`config.mk`:
```
export PLATFORM = sky130hd
export DESIGN_NAME = seq_array_mult
export DESIGN_NICKNAME = d
export VERILOG_FILES = /design/src/rtl/seq_array_mult.sv
export SDC_FILE = /design/constraint.sdc
export NUM_CORES = 1
export LEC_CHECK = 0
export ABC_CLOCK_PERIOD_IN_PS = 4600
export BUFFER_PORTS_ARGS = -buffer_cell sky130_fd_sc_hd__buf_2
export CAP_MARGIN = 10
export CORE_UTILIZATION = 55
export CTS_CLUSTER_SIZE = 10
export DETAILED_ROUTE_END_ITERATION = 8
export GPL_ROUTABILITY_DRIVEN = 0
export PLACE_DENSITY = 0.87
export RECOVER_POWER = 100
export SYNTH_ARGS = -nofsm -noshare
export SYNTH_HDL_FRONTEND = slang
export SYNTH_SLANG_ARGS = --single-unit
```
`constraint.sdc`:
```
create_clock -name clk -period 4.6 [get_ports clk]
set_input_delay 0.23 -clock clk [delete_from_list [all_inputs] [get_ports clk]]
set_output_delay 0.23 -clock clk [all_outputs]
set_load 0.02 [all_outputs]
```
`src/rtl/seq_array_mult.sv`:
```
// Multi-cycle WIDTH x WIDTH array multiplier: ROWS_PER_CYCLE partial-product rows per clock into a 2*WIDTH accumulator.
// Optional signed mode is enabled by defining SEQ_ARRAY_MULT_SIGNED_EN, which adds the is_signed port.
module seq_array_mult #(
    parameter int WIDTH          = 16,
    parameter int ROWS_PER_CYCLE = 1
) (
    input  logic                 clk,
    input  logic                 rst_n,
    input  logic                 in_valid,
    output logic                 in_ready,
    input  logic [WIDTH-1:0]     a,
    input  logic [WIDTH-1:0]     b,
    output logic                 out_valid,
    input  logic                 out_ready,
    output logic [2*WIDTH-1:0]   p,
    output logic                 busy
`ifdef SEQ_ARRAY_MULT_SIGNED_EN
    ,
    input  logic                 is_signed
`endif
);

    localparam int PW = 2 * WIDTH;
    localparam int CW = $clog2(WIDTH + 1);
    localparam int IW = (WIDTH > 2) ? $clog2(WIDTH) : 1;
    localparam logic [CW-1:0] CNT_STEP = CW'(ROWS_PER_CYCLE);
    localparam logic [CW-1:0] CNT_LAST = CW'(WIDTH);
    localparam logic [CW-1:0] ROW_MSB  = CW'(WIDTH - 1);

    generate
        if (WIDTH < 2) begin : g_bad_width
            $error("seq_array_mult: WIDTH must be >= 2");
        end
        if ((ROWS_PER_CYCLE < 1) || ((WIDTH % ROWS_PER_CYCLE) != 0)) begin : g_bad_rpc
            $error("seq_array_mult: ROWS_PER_CYCLE must divide WIDTH evenly");
        end
    endgenerate

    typedef enum logic [1:0] {
        ST_IDLE = 2'd0,
        ST_RUN  = 2'd1,
        ST_DONE = 2'd2
    } state_t;

    state_t            state_q, state_d;
    logic [WIDTH-1:0]  a_q, a_d;
    logic [WIDTH-1:0]  b_q, b_d;
    logic [CW-1:0]     cnt_q, cnt_d;
    logic [PW-1:0]     acc_q, acc_d;
    logic              in_ready_q, in_ready_d;
    logic              out_valid_q, out_valid_d;
    logic              busy_q, busy_d;
    logic              signed_q;
    logic              accept_s;
    logic [PW-1:0]     a_ext_s;
    logic [PW-1:0]     band_sum_s;
    logic [PW-1:0]     row_pp_s;
    logic [CW-1:0]     row_idx_s;

`ifdef SEQ_ARRAY_MULT_SIGNED_EN
    logic              signed_d;

    // Signedness is captured together with the operands on accept.
    always_ff @(posedge clk) begin
        if (!rst_n) begin
            signed_q <= 1'b0;
        end else begin
            signed_q <= signed_d;
        end
    end

    // Hold the latched mode except on an accepted operand pair.
    always_comb begin
        if (accept_s) begin
            signed_d = is_signed;
        end else begin
            signed_d = signed_q;
        end
    end
`else
    assign signed_q = 1'b0;
`endif

    assign accept_s = in_valid && in_ready_q;
    assign a_ext_s  = signed_q ? {{WIDTH{a_q[WIDTH-1]}}, a_q} : {{WIDTH{1'b0}}, a_q};

    // One band of partial-product rows; the first band starts from zero so p only moves in RUN.
    always_comb begin
        band_sum_s = (cnt_q == {CW{1'b0}}) ? {PW{1'b0}} : acc_q;
        row_pp_s   = {PW{1'b0}};
        row_idx_s  = cnt_q;
        for (int j = 0; j < ROWS_PER_CYCLE; j++) begin
            row_idx_s = cnt_q + CW'(j);
            if (b_q[row_idx_s[IW-1:0]]) begin
                row_pp_s = a_ext_s << row_idx_s;
            end else begin
                row_pp_s = {PW{1'b0}};
            end
            // In signed mode the multiplier MSB carries negative weight.
            if (signed_q && (row_idx_s == ROW_MSB)) begin
                band_sum_s = band_sum_s - row_pp_s;
            end else begin
                band_sum_s = band_sum_s + row_pp_s;
            end
        end
    end

    // State and datapath registers.
    always_ff @(posedge clk) begin
        if (!rst_n) begin
            state_q     <= ST_IDLE;
            a_q         <= {WIDTH{1'b0}};
            b_q         <= {WIDTH{1'b0}};
            cnt_q       <= {CW{1'b0}};
            acc_q       <= {PW{1'b0}};
            in_ready_q  <= 1'b1;
            out_valid_q <= 1'b0;
            busy_q      <= 1'b0;
        end else begin
            state_q     <= state_d;
            a_q         <= a_d;
            b_q         <= b_d;
            cnt_q       <= cnt_d;
            acc_q       <= acc_d;
            in_ready_q  <= in_ready_d;
            out_valid_q <= out_valid_d;
            busy_q      <= busy_d;
        end
    end

    // Next-state and datapath update.
    always_comb begin
        state_d = state_q;
        a_d     = a_q;
        b_d     = b_q;
        cnt_d   = cnt_q;
        acc_d   = acc_q;
        case (state_q)
            ST_IDLE: begin
                if (accept_s) begin
                    a_d     = a;
                    b_d     = b;
                    cnt_d   = {CW{1'b0}};
                    state_d = ST_RUN;
                end else begin
                    state_d = ST_IDLE;
                end
            end
            ST_RUN: begin
                acc_d = band_sum_s;
                cnt_d = cnt_q + CNT_STEP;
                if (cnt_d == CNT_LAST) begin
                    state_d = ST_DONE;
                end else begin
                    state_d = ST_RUN;
                end
            end
            ST_DONE: begin
                if (out_ready) begin
                    state_d = ST_IDLE;
                end else begin
                    state_d = ST_DONE;
                end
            end
            default: begin
                state_d = ST_IDLE;
            end
        endcase
    end

    // Handshake outputs decoded from the next state and registered, so in_ready never sees out_ready combinationally.
    always_comb begin
        in_ready_d  = 1'b0;
        out_valid_d = 1'b0;
        busy_d      = 1'b0;
        case (state_d)
            ST_IDLE: in_ready_d  = 1'b1;
            ST_RUN:  busy_d      = 1'b1;
            ST_DONE: out_valid_d = 1'b1;
            default: in_ready_d  = 1'b0;
        endcase
    end

    assign in_ready  = in_ready_q;
    assign out_valid = out_valid_q;
    assign busy      = busy_q;
    assign p         = acc_q;

endmodule

```
# Word-level counts from Yosys, hierarchy flattened
# Cells that the tools add are included.
# Widths: inputs -> output; s select.
totals:
  out_inout_bits: 35
  regBits: 74
  wordCells: 38
  inputBits: 36
classes:
  n_mux: 13
  order_cmp: 1
  eq_ne: 6
  shifts: 1
  n_reduce_logical: 7
  n_addsub: 2
ops:
  columns: ["op", "count"]
  rows:
  - ["$mux 32", 2]
  - ["$add 32x32->32", 1]
  - ["$shl 16x5->32", 1]
  - ["$pmux 5 s2", 1]
  - ["$pmux 2 s3", 1]
  - ["$add 5x1->5 const B", 1]
  - ["$eq 5x5->1 const B", 1]
  - ["$logic_not 5->1", 1]
  - ["$lt 4x5->1 const B", 1]
  - ["$mux 1", 5]
  - ["$mux 5", 1]
  - ["$bmux 1 s4", 1]
  - ["$eq 2x1->1 const B", 2]
  - ["$eq 2x2->1 const B", 2]
  - ["$logic_not 2->1", 2]
  - ["$mux 2", 2]
  - ["$reduce_and 2->1", 2]
  - ["$ne 2x2->1 const B", 1]
  - ["$reduce_bool 2->1", 1]
  - ["$logic_and 1x1->1", 1]

# Logic depth before layout (Yosys ltp)
depth:
  ltp_word: 6
  depth_mapped: 20
  depth_no_buf: 17

# Worst setup path after synthesis
# No wires, ideal clock.
synth_timing:
  kind: "register to register"
  start: "register cnt_q[1]"
  end: "register acc_q[30], in the netlist p[30]"
  setup_time_ns: 0.122
  period_less_slack_ns: 4.187
  path_slack_ns: 0.413
  t_required_ns: 4.478
  arrival_ns: 4.065
  path_buffers: 2
  stages_incl_launch_ff: 17
  cell_sequence: "dfxtp_1 clkbuf_1 inv_1 ha_1 nor4b_1 clkbuf_1 nor2b_1 ha_1 fa_1 a21oi_2 o2111ai_2 a21oi_1 nor3_2 or4_1 nand4_1 a2111oi_0 a311o_1"
synth_between:
  elab_chain_cells: 4
  elab_cells_between_ends: 7
  cone_classes: "add/sub: 1; shift: 1; mux: 4; reduce/logical: 1"
synth_rtl:
  columns: ["element", "line", "text"]
  rows:
  - ["start: declaration", "48", "logic [CW-1:0] cnt_q, cnt_d;"]
  - ["start signal: assignment", "114", "cnt_q <= {CW{1'b0}};"]
  - ["start signal: assignment", "123", "cnt_q <= cnt_d;"]
  - ["$bmux 1 s4", "94", "if (b_q[row_idx_s[IW-1:0]]) begin"]
  - ["$mux 1 (not written as such)", "94", null]
  - ["$mux 32", "94", null]
  - ["$add 32x32->32 (*)", "103", "band_sum_s = band_sum_s + row_pp_s;"]
  - ["end signal: assignment", "115", "acc_q <= {PW{1'b0}};"]
  - ["end: declaration", "49", "logic [PW-1:0] acc_q, acc_d;"]
# Every way passes the cells marked *; elsewhere a longest branch is shown, timed or not. The select of a mux whose other input is x is not followed.
# A chain may end at the register's enable or synchronous reset.

# Final worst setup path
layout_timing:
  start: "register cnt_q[0]"
  end: "register acc_q[30], in the netlist p[30]"
# The elaborated chain is that of the path after synthesis.

==> impl_metrics.toml <==
[detailed_routing]
drc = 0
route.vias.total = 5827
antenna_left = 0
dr.pass1.iters = 9
vias_per_cell = 6.15
totalWireLength_mm = 15.4
wl_per_cell_um = 16.2
drt_iter0_markers = 757

[grt]
antenna_found_initial = 0
grt_max_degree = 49
track_usage = 0.284
grt_pass1_wl_mm = 25.4
grt_pass1_vias = 5273
grt_overflow = 0

[synth]
ys.warnings.count = 0
ys_ff_latch = 74
ys.flop_type = "dfxtp_1"
syn_area_sq_um = 5790
postSynthNetCount = 829
yosysSeqAreaShare = 0.256
synthArstFlopShare = 0
netlist_instances = 759
synth.avg_cell_area_sq_um = 7.62
synth-edff-count = 0
synthDistinctLibCells = 66

[run_status]
outcome = "finished clean"

[setup_path]
cpPeakStageDelay_ns = 0.60
path_class = "register to register"
timing.critical_path.mode_cell = "nor2_1"
critPathSlowestCell = "or4_1"
endpoint_kind = "register"
crit_arrival_ns = 4.58
crit_chain = "mux4_2, nor2_1, nor2_1, o21ai_2, nand2b_1, nor4b_1, ha_1, fa_1, a21oi_2, o2111ai_1, a21oi_1, nor3_2, or4_1, nand4_1, a2111oi_0, a311o_1"
cp-start-kind = "register"
required_ns = 4.85
cp_max_fo = 5

[cts]
cts_root_buf = "clkbuf_8"
clock_latency_ns = 0.37
cts_tree = "done"
cts_buffers = 9
hold_buffers = 0
clk_pin_slew_worst_paths_ns = 0.10
cts_htree_levels = 3
cts.sinks = 74
cts.path.max_buffers = 2

[timing]
finalCriticalPeriod_ns = 4.33
drv_slew = 0
rsz0062_at_grt = "false"
max-slew-margin-rel = 0.263
timing.final.crit_share = 0.941
max_freq_ghz = 0.231
setup_viol = 0
hold_violations = 0
clock_skew_ns = 0.0153
tns_ns = 0
tightest_slew_ns = 1.10

[finish]
diodes = 0
final_nets = 877
final_common_cell = "nand2_1"
n_fill_cell = 928
final_cell_mix = "nand2_1 (144), a21oi_1 (96), dfxtp_1 (73)"
drive_above_1_share = 0.138
fin_cells = 948
syn2layout_area_growth_pct = 10.5

[die]
dieArea_sq_um = 10900
io_pins = 71
core_area_sq_um = 10300
rows = 37
floorplan.initialDensity = 0.563
fp.dieH_um = 105
die_x_um = 105

[power_and_ir_drop]
p_per_area_nw_per_um2 = 235
vdd_drop_max_mv = 0.244
p_leak_nw = 2.57

[hold_path]
hold_class = "input pin to register"

[place]
dp_cells = 930
dpl.hpwl_mm = 10.9
place.port_buffers = 70

[run]
maxCapViolations = 0
==> path summary, 6_finish.rpt <==
| path | from | end | slack (ns) | depth (start not counted) |
|---|---|---|---|---|
| worst max-delay path | cnt_q[0] | p[30] | 0.27 | 16 |
| worst min-delay path | b[15] | b_q[15] | 0.08 | 3 |
| worst max register to register | cnt_q[0] | p[30] | 0.27 | 16 |
| worst min register to register | b_q[1] | b_q[1] | 0.46 | 2 |
==> where the power goes <==
part	internal, mW	leakage (nW)	switching (mW)
clock	0.261	0.103	0.293
combinational	0.0948	1.87	0.159
sequential	0.667	0.602	0.0264
==> metal layers <==
layer  part of all wire  up-vias  GRT usage
met2               0.46      298      0.462
li1                   -     2810          -
met1               0.44     2669      0.380
met4              0.026        0     0.0990
met5                  0        -          0
met3              0.075       50     0.0468
==> critical path: cells and delay by family (launching register included) <==
kind                       cells  cell delay [ns]
DFF                            1             0.42
and+or+nand+nor                7             1.27
muxes                          1             0.52
adders and majority gates      2             0.68
AOI/OAI and AO/OA              6             1.33
==> final cells by class <==
| class | count | area (sq um) | area share |
|---|---|---|---|
| clock buffers | 9 | 124 | 0.0194 |
| clock inverters | 7 | 83.8 | 0.0131 |
| inverters | 15 | 56.3 | 0.00880 |
| multi-input cells | 615 | 4010 | 0.626 |
| flip-flops and latches | 74 | 1480 | 0.232 |
| well taps | 136 | 170 | 0.0266 |
| repair buffers | 92 | 472 | 0.0738 |
==> sequential cells by signal (all words and copies together), names as in the netlist <==
signal	cells
b_q	16
out_valid	1
a_q	16
busy	1
in_ready	1
cnt_q	5
state_q	2
p	32
==> metrics by stage <==
step	power (mW)	hold WS [ns]	instance area [sq um]	setup slack, ns	util
after floorplan	0.884	0.366	5790	0.413	-
after global placement	0.949	0.442	6230	0.278	0.606
after detailed placement	0.957	0.448	6230	0.103	0.606
after CTS	1.50	0.0838	6440	0.0599	0.626
after global routing	1.57	0.0906	6390	0.0226	0.622
final	1.50	0.0828	6390	0.271	0.622
==> cell families after synthesis <==
logic type | Yosys count | share of synthesized area
buffers and inverters | 70 | 0.0504
multiplexers | 34 | 0.0993
adder cells (fa/ha/maj) | 34 | 0.0748
AND/OR/NAND/NOR | 325 | 0.269
flip-flops | 74 | 0.256
XOR/XNOR | 18 | 0.0272
AO/OA/AOI/OAI | 204 | 0.224
==> cell usage after synthesis (6+ instances only) <==
cell / number / share of area
xnor2_1: 13 / 0.020
and3_1: 11 / 0.012
a211oi_1: 11 / 0.014
nand2_1: 144 / 0.093
dfxtp_1: 74 / 0.26
clkbuf_1: 38 / 0.025
or3_1: 12 / 0.013
a31oi_1: 9 / 0.0097
buf_2: 8 / 0.0069
nor2_1: 58 / 0.038
mux4_2: 18 / 0.070
inv_1: 15 / 0.0097
a21o_1: 16 / 0.021
o21ai_0: 24 / 0.021
a211o_1: 6 / 0.0091
nor2b_1: 36 / 0.039
nand3_1: 20 / 0.017
buf_1: 6 / 0.0039
nand4_1: 10 / 0.011
mux2i_1: 12 / 0.021
nor3b_1: 7 / 0.0091
a21oi_1: 95 / 0.082
ha_1: 33 / 0.071
a22oi_1: 6 / 0.0078
==> repair_timing <==
item	in CTS	in global routing
setup endpoints to repair	0	6
gates resized for setup	0	3
setup buffers	0	2
(Power assumes the default switching activity.)
